<file path="config.mk">
export PLATFORM = sky130hd
export DESIGN_NAME = mem_stage
export DESIGN_NICKNAME = d
export VERILOG_FILES = /design/src/rtl/mem_stage.sv
export SDC_FILE = /design/constraint.sdc
export NUM_CORES = 1
export LEC_CHECK = 0
export ABC_AREA = 1
export CORE_ASPECT_RATIO = 0.5
export CORE_MARGIN = 2
export CORE_UTILIZATION = 45
export DETAILED_ROUTE_END_ITERATION = 16
export PLACE_DENSITY = 0.87
export SYNTH_ARGS = -nofsm -noshare
export SYNTH_HDL_FRONTEND = slang
export SYNTH_SLANG_ARGS = --single-unit
</file>
<file path="constraint.sdc">
create_clock -name CLK -period 2.16 [get_ports CLK]
set_input_delay 0.648 -clock CLK [delete_from_list [all_inputs] [get_ports CLK]]
set_output_delay 0.648 -clock CLK [all_outputs]
set_load 0.02 [all_outputs]
</file>
<file path="src/rtl/mem_stage.sv">
// mem_stage: memory-access stage between execute and register write-back.
// Runs byte/half/word loads and stores against a word-addressed data memory
// over a req/gnt/rvalid handshake. Non-memory ops pass through in one cycle.
// Illegal or misaligned memory ops return OUT_ERR without touching memory.
// One op is in flight at a time; IN_READY is high only while idle.
// Ports:
//   CLK, RSTN                       clock, async active-low reset
//   IN_VALID/IN_READY               op handshake from execute
//   IN_LOAD, IN_STORE, IN_FUNCT3    memory op kind and size/sign
//   IN_WB, IN_RD                    write-back enable / destination (non-mem ops)
//   IN_RESULT, IN_STORE_DATA        ALU result or byte address, store data
//   MEM_REQ/WE/ADDR/BE/WDATA        memory request (held until MEM_GNT)
//   MEM_GNT, MEM_RVALID, MEM_RDATA  memory grant and read response
//   OUT_VALID/OUT_READY             write-back handshake
//   OUT_WE, OUT_RD, OUT_DATA        write-back payload
//   OUT_ERR                         misaligned or illegal memory op
module mem_stage #(
  parameter int unsigned MEM_ADDR_W = 30
) (
  input  logic                  CLK,
  input  logic                  RSTN,
  input  logic                  IN_VALID,
  output logic                  IN_READY,
  input  logic                  IN_LOAD,
  input  logic                  IN_STORE,
  input  logic [2:0]            IN_FUNCT3,
  input  logic                  IN_WB,
  input  logic [4:0]            IN_RD,
  input  logic [31:0]           IN_RESULT,
  input  logic [31:0]           IN_STORE_DATA,
  output logic                  MEM_REQ,
  output logic                  MEM_WE,
  output logic [MEM_ADDR_W-1:0] MEM_ADDR,
  output logic [3:0]            MEM_BE,
  output logic [31:0]           MEM_WDATA,
  input  logic                  MEM_GNT,
  input  logic                  MEM_RVALID,
  input  logic [31:0]           MEM_RDATA,
  output logic                  OUT_VALID,
  input  logic                  OUT_READY,
  output logic                  OUT_WE,
  output logic [4:0]            OUT_RD,
  output logic [31:0]           OUT_DATA,
  output logic                  OUT_ERR
);

  typedef enum logic [1:0] {S_IDLE, S_REQ, S_WAIT, S_OUT} state_t;

  state_t                state_q, state_d;
  logic [2:0]            ld_f3_q, ld_f3_d;
  logic [1:0]            ld_off_q, ld_off_d;
  logic                  mem_req_d, mem_we_d, out_valid_d, out_we_d, out_err_d;
  logic [MEM_ADDR_W-1:0] mem_addr_d;
  logic [3:0]            mem_be_d;
  logic [31:0]           mem_wdata_d, out_data_d;
  logic [4:0]            out_rd_d;

  logic        is_mem, f3_bad, misal, op_err;
  logic [3:0]  st_be;
  logic [31:0] st_wdata;
  logic [7:0]  ld_byte;
  logic [15:0] ld_half;
  logic [31:0] ld_data;

  assign IN_READY = (state_q == S_IDLE);

  // Classify the incoming op and build store lanes from the byte offset.
  always_comb begin
    is_mem   = IN_LOAD | IN_STORE;
    f3_bad   = IN_LOAD ? ((IN_FUNCT3 == 3'd3) || (IN_FUNCT3 >= 3'd6))
                       : (IN_FUNCT3 > 3'd2);
    misal    = ((IN_FUNCT3[1:0] == 2'd1) && IN_RESULT[0]) ||
               ((IN_FUNCT3[1:0] == 2'd2) && (IN_RESULT[1:0] != 2'b00));
    op_err   = (IN_LOAD & IN_STORE) | (is_mem & (f3_bad | misal));
    st_be    = 4'b1111;
    st_wdata = IN_STORE_DATA;
    case (IN_FUNCT3[1:0])
      2'd0: begin
        st_be    = 4'b0001 << IN_RESULT[1:0];
        st_wdata = {4{IN_STORE_DATA[7:0]}};
      end
      2'd1: begin
        st_be    = IN_RESULT[1] ? 4'b1100 : 4'b0011;
        st_wdata = {2{IN_STORE_DATA[15:0]}};
      end
      default: ;
    endcase
  end

  // Load extraction using the offset and funct3 captured at acceptance.
  always_comb begin
    ld_byte = MEM_RDATA[7:0];
    case (ld_off_q)
      2'd1:    ld_byte = MEM_RDATA[15:8];
      2'd2:    ld_byte = MEM_RDATA[23:16];
      2'd3:    ld_byte = MEM_RDATA[31:24];
      default: ;
    endcase
    ld_half = ld_off_q[1] ? MEM_RDATA[31:16] : MEM_RDATA[15:0];
    ld_data = MEM_RDATA;
    case (ld_f3_q[1:0])
      2'd0:    ld_data = {{24{~ld_f3_q[2] & ld_byte[7]}}, ld_byte};
      2'd1:    ld_data = {{16{~ld_f3_q[2] & ld_half[15]}}, ld_half};
      default: ;
    endcase
  end

  // Next-state and next-output logic; every register holds by default.
  always_comb begin
    state_d     = state_q;
    ld_f3_d     = ld_f3_q;
    ld_off_d    = ld_off_q;
    mem_req_d   = MEM_REQ;
    mem_we_d    = MEM_WE;
    mem_addr_d  = MEM_ADDR;
    mem_be_d    = MEM_BE;
    mem_wdata_d = MEM_WDATA;
    out_valid_d = OUT_VALID;
    out_we_d    = OUT_WE;
    out_rd_d    = OUT_RD;
    out_data_d  = OUT_DATA;
    out_err_d   = OUT_ERR;
    case (state_q)
      S_IDLE: begin
        if (IN_VALID) begin
          out_rd_d = IN_RD;
          if (op_err) begin
            out_err_d   = 1'b1;
            out_we_d    = 1'b0;
            out_data_d  = '0;
            out_valid_d = 1'b1;
            state_d     = S_OUT;
          end else if (!is_mem) begin
            out_err_d   = 1'b0;
            out_we_d    = IN_WB && (IN_RD != 5'd0);
            out_data_d  = IN_RESULT;
            out_valid_d = 1'b1;
            state_d     = S_OUT;
          end else begin
            mem_req_d   = 1'b1;
            mem_we_d    = IN_STORE;
            mem_addr_d  = IN_RESULT[MEM_ADDR_W+1:2];
            mem_be_d    = IN_STORE ? st_be : 4'b1111;
            mem_wdata_d = IN_STORE ? st_wdata : 32'd0;
            ld_f3_d     = IN_FUNCT3;
            ld_off_d    = IN_RESULT[1:0];
            out_err_d   = 1'b0;
            out_we_d    = 1'b0;
            out_data_d  = '0;
            state_d     = S_REQ;
          end
        end
      end
      S_REQ: begin
        if (MEM_GNT) begin
          mem_req_d = 1'b0;
          if (MEM_WE) begin
            out_we_d    = 1'b0;
            out_valid_d = 1'b1;
            state_d     = S_OUT;
          end else begin
            state_d = S_WAIT;
          end
        end
      end
      S_WAIT: begin
        if (MEM_RVALID) begin
          out_data_d  = ld_data;
          out_we_d    = (OUT_RD != 5'd0);
          out_valid_d = 1'b1;
          state_d     = S_OUT;
        end
      end
      S_OUT: begin
        if (OUT_READY) begin
          out_valid_d = 1'b0;
          state_d     = S_IDLE;
        end
      end
      default: state_d = S_IDLE;
    endcase
  end

  // State and output registers.
  always_ff @(posedge CLK or negedge RSTN) begin
    if (!RSTN) begin
      state_q   <= S_IDLE;
      ld_f3_q   <= '0;
      ld_off_q  <= '0;
      MEM_REQ   <= 1'b0;
      MEM_WE    <= 1'b0;
      MEM_ADDR  <= '0;
      MEM_BE    <= '0;
      MEM_WDATA <= '0;
      OUT_VALID <= 1'b0;
      OUT_WE    <= 1'b0;
      OUT_RD    <= '0;
      OUT_DATA  <= '0;
      OUT_ERR   <= 1'b0;
    end else begin
      state_q   <= state_d;
      ld_f3_q   <= ld_f3_d;
      ld_off_q  <= ld_off_d;
      MEM_REQ   <= mem_req_d;
      MEM_WE    <= mem_we_d;
      MEM_ADDR  <= mem_addr_d;
      MEM_BE    <= mem_be_d;
      MEM_WDATA <= mem_wdata_d;
      OUT_VALID <= out_valid_d;
      OUT_WE    <= out_we_d;
      OUT_RD    <= out_rd_d;
      OUT_DATA  <= out_data_d;
      OUT_ERR   <= out_err_d;
    end
  end

endmodule

</file>
## Word-level counts from Yosys, hierarchy flattened

Index checks and enable logic that the tools add are counted.

- Register bits: 115
- Bits in writable memories: 0
- Logic and storage cells: 107
- Bits in latches: 0
- Memories: 0
- Output and inout port bits: 109
- Input port bits: 113
- Bits in read-only memories: 0

- Divide/modulo/power cells: 0
- Order comparisons: 2
- Add/subtract/negate cells: 0
- Bitwise gates (word level): 9
- Multipliers: 0
- Reduce and logical (&&, ||, !) cells: 21
- Shift operators: 1
- Multiplexer cells: 43
- Equality and inequality tests: 18

Operators with widths:

| operator | number |
|---|---|
| case mux 32 bit (2 select lines) | 3 |
| 2-to-1 mux 32 bit | 5 |
| case mux 8 bit (3 select lines) | 1 |
| 2-to-1 mux 1 bit | 20 |
| 2-to-1 mux 16 bit | 1 |
| 2-to-1 mux 2 bit | 6 |
| inequality test 2 bit (second input constant) | 6 |
| == test 2 bit (second input constant) | 5 |
| AND reduction 5 bit | 2 |
| nonzero test 5 bit | 2 |
| == test 2 x 1 -> 1 bit (second input constant) | 4 |
| 2-to-1 mux 4 bit | 2 |
| case mux 2 bit (4 select lines) | 1 |
| case mux 4 bit (2 select lines) | 1 |
| AND reduction 4 bit | 2 |
| logical NOT 2 bit | 3 |
| AND reduction 6 bit | 1 |
| nonzero test 2 bit | 3 |
| AND 1 bit | 4 |
| case mux 1 bit (4 select lines) | 1 |
| left shift 1 x 2 -> 4 bit (first input constant) | 1 |
| == test 3 x 2 -> 1 bit (second input constant) | 1 |
| >= comparator 3 bit (second input constant) | 1 |
| > comparator 3 x 2 -> 1 bit (second input constant) | 1 |
| 11 further kinds | 17 |

## Longest topological paths before layout

- Depth in word-level cells: 9
- Gate-level depth with buffers: 11
- Gate-level depth less buffers: 9

## Least setup slack after synthesis

OpenSTA, ideal clock, no wires.

- Path type: register to register
- Start point: reg state_q[0]
- End point: reg MEM_ADDR[7]
- Data required time: 2042 ps
- Stages on the path, launching flop included: 10
- Setup time: 118 ps
- Period minus slack after synthesis: 1806 ps
- Data arrival time: 1688 ps
- Slack: 354 ps
- Path buffers: 2
- Cells stage by stage: dfrtp_1 -> inv_1 -> ha_1 -> inv_1 -> nor2_2 -> nand4_2 -> buf_6 -> buf_6 -> nand2_1 -> o21ai_2

- Cells in the longest elaborated chain, start to end: 2

RTL lines:

| what | line | RTL |
|---|---|---|
| start, declared | 49 | `state_t state_q, state_d;` |
| start signal, assigned | 201 | `state_q <= state_d;` |
| logical NOT 2 bit | - |  |
| named net IN_READY | 23 | `output logic IN_READY,` |
| AND reduction 4 bit (no source line) | - |  |
| end signal, assigned | 206 | `MEM_ADDR <= mem_addr_d;` |
| end, declared | 33 | `output logic [MEM_ADDR_W-1:0] MEM_ADDR,` |

The timed path passes the listed nets, and every way through them passes these cells.
A chain may end at the register's enable or synchronous reset.

## Final worst setup path

- Start point: reg MEM_WE
- End point: out MEM_WE

RTL lines:

| what | line | RTL |
|---|---|---|
| start, declared | 32 | `output logic MEM_WE,` |
| start signal, assigned | 205 | `MEM_WE <= mem_we_d;` |

No word-level cell between the ends.

==> flow_summary.yaml <==
outcome:
  outcome: "finished clean"
drt:
  route.detailed.drc: 0
  drt-pass1-iter-count: 7
  via_per_inst: 5.38
  wirelength_um: 20300
  drt_iter0_markers: 492
  wl_per_cell_um: 16.7
  antenna_left: 0
  route.vias.total: 6544
setup_path:
  cp-start-kind: "flip-flop"
  ff2ff_setup_slack_ns: 0.09
  crit_buf_inv: 1
  ff2ff_path_depth: 7
  slowest_delay_ns: 0.63
  cp_top_family: "buffers and inverters"
  critPathCaptureType: "output port"
  cp_max_fo: 3
  r2r-end: "OUT_DATA[3]"
  critPathArrivalTime_ns: 1.45
  reg2reg_from: "state_q[0]"
  crit_slowest_cell: "clkdlybuf4s50_1"
  worstPathRequired_ns: 1.51
  critical_path_class: "reg -> out"
  crit_chain: "clkdlybuf4s50_1"
sta:
  rsz0062_at_grt: "true"
  relSlewSlack_pct: 62.6
  finalCritPeriodShare_pct: 97.1
  slew_violations: 0
  worst_slack_ns: 0.0621
  worst_pin_slew_ns: 0.561
  max_freq_ghz: 0.477
  setup_viol: 0
  fin_setup_tns_ns: 0
  hold_viol_final: 0
  finClkSkew_ns: 0.00708
  period_minus_slack_ns: 2.10
placement:
  pre_cts_ws_ns: -0.0996
  hpwlAfterDp_um: 14600
  gp_congestion: 0.915
  portBuffers: 221
finish:
  diodes: 0
  drive_above_1_share_pct: 8.13
  final_common_cell: "nand2_1"
  final_util_pct: 70.5
  nNetsFinal: 1152
  areaGrowthSynthToFinish_pct: 51.1
  mostFrequentLayoutCells: "331 x nand2_1, 219 x clkdlybuf4s50_1, 114 x dfrtp_1, 55 x nor2_1, 53 x a21oi_1"
power:
  vdd_drop_max_mv: 0.670
  p_int_uw: 7800
  combPwrFrac_pct: 52.0
  p_leak_uw: 0.00431
  powerDensity_mw_per_mm2: 1490
  power_switching_uw: 5670
  seqPwrFrac_pct: 27.9
  total_power_uw: 13500
  pwr-share-clk_pct: 20.1
  netSwitchingFraction_pct: 42.1
global_routing:
  first_global_vias: 6417
  grt_use_total_pct: 28.6
  overflow: 0
  grt_pass1_wl_um: 32300
  grt_max_degree: 70
  antenna_found_initial: 0
clock_tree:
  cts_tree: "done"
  clock_sinks: 115
  cts.reportedPaths.clkPinSlew_ns: 0.05
  cts_max_path_buffers: 2
  cts_made_buffers: 17
  cts_root_buf: "clkbuf_16"
  clk_latency_ns: 0.41
  h-tree-depth: 4
  cts_hold_buf: 0
logic_synthesis:
  postSynthNetCount: 921
  avgSynthCellArea_um2: 7.44
  yosysWarningCount: 0
  synthTopCellsByArea: "dfrtp_1 48%, nand2_1 21%, a21oi_1 4.6%"
  synth_top_area_share_pct: 48.1
  netlist_area_mm2: 0.00598
  syn_inst: 803
  synth_edf_count: 0
  ys_seq_area_share_pct: 48.1
  async_reset_ff_share_pct: 100
  ys.flop_type: "dfrtp_1"
  synth_seq_cells: 115
  yosysTopAreaCell: "dfrtp_1"
  synth_cell_type_count: 33
floorplanning:
  die_x_um: 167
  die_h_um: 85.5
  initial_core_util_pct: 46.7
  io_pins: 222
  die-area_mm2: 0.0143
  core.rowCount: 29
  fp.coreArea_mm2: 0.0128
worst_hold_path:
  holdCritPathClass: "in -> async"
flow_run:
  maxCapViolCount: 0
## worst max path at each step
stage,slack (ns),startpoint,depth (start not counted),endpoint
floorplan,0.35,state_q[0],9,MEM_ADDR[7]
global placement,-0.0003,IN_LOAD,9,MEM_WE
detailed placement,-0.1,IN_LOAD,9,MEM_WE
CTS,0.02,state_q[0],3,IN_READY
global route,-0.01,state_q[0],7,OUT_DATA[3]
finish,0.06,MEM_WE,1,MEM_WE
## timing repair
action                                  4_1_cts  5_1_grt
setup buffers                                 0        0
endpoints found under the setup margin        1       11
gates cloned                                  0        0
resized for setup                             3        4
## sequential cells by signal (all words and copies together) (netlist names)
| signal | count |
|---|---|
| OUT_ERR | 1 |
| MEM_ADDR | 30 |
| OUT_RD | 5 |
| OUT_VALID | 1 |
| MEM_WDATA | 32 |
| ld_off_q | 2 |
| OUT_DATA | 32 |
| OUT_WE | 1 |
| MEM_WE | 1 |
| state_q | 2 |
| MEM_BE | 4 |
| ld_f3_q | 3 |
| MEM_REQ | 1 |
## cell usage after synthesis (5+ instances only)
cell and n:
nand2_1 331, dfrtp_1 115, a21oi_1 55, nor2_1 55
inv_1 44, o21ai_1 44, nand3_1 40, o21ai_0 28
clkbuf_1 18, buf_2 10, buf_6 8, o221ai_1 6
buf_4 5, ha_1 5
## stage by stage
| step | hold WS [ns] | instance area, um^2 | instances |
|---|---|---|---|
| after floorplan | 0.352 | 5980 | 803 |
| after global placement | 0.464 | 8470 | 1185 |
| after detailed placement | 0.463 | 8470 | 1185 |
| after CTS | 0.127 | 9030 | 1216 |
| after global routing | 0.137 | 9030 | 1216 |
| final | 0.124 | 9030 | 1216 |
## worst register-to-register path: stages, from the launching register on
cell	delay, ns
dfrtp_2	0.44
inv_1	0.12
ha_1	0.27
clkinvlp_4	0.51
a21oi_1	0.30
nand3_1	0.15
nand2_1	0.09
o21ai_0	0.07
## routing by layer
metal	global-route usage (%)	up-vias	wire (um)
li1	-	3050	-
met1	35.2	3081	8080
met2	48.1	341	9880
met3	6.37	72	1650
met4	15.2	0	731
met5	0	-	0
## final cells by class
cell class	instances	area, um^2
fill	931	3770
sequential	115	2880
multi-input combinational	598	2700
timing repair buffer	254	2500
clock buffer	21	450
tap	170	213
inverter	48	184
clock inverter	10	110
## power by group through the flow
| stage | registers, uW | logic (uW) | clock network, uW |
|---|---|---|---|
| after floorplan | 4690 | 2870 | 0 |
| after global routing | 3870 | 7610 | 2800 |
| after CTS | 3750 | 6980 | 2720 |
| final | 3760 | 7000 | 2710 |
| after global placement | 3740 | 6700 | 0 |
| after detailed placement | 3750 | 6920 | 0 |
## logic make-up (layout without fill, tap and decap cells)
logic type                 Yosys count  count (layout)  synth area share [%]
and+or+nand+nor                    443             443                  30.0
AOI/OAI and AO/OA                  150             150                  13.7
DFF                                115             115                  48.1
buffers and inverters               90             333                  7.18
adders and majority gates            5               5                  1.05
(Power assumes the default switching activity.)
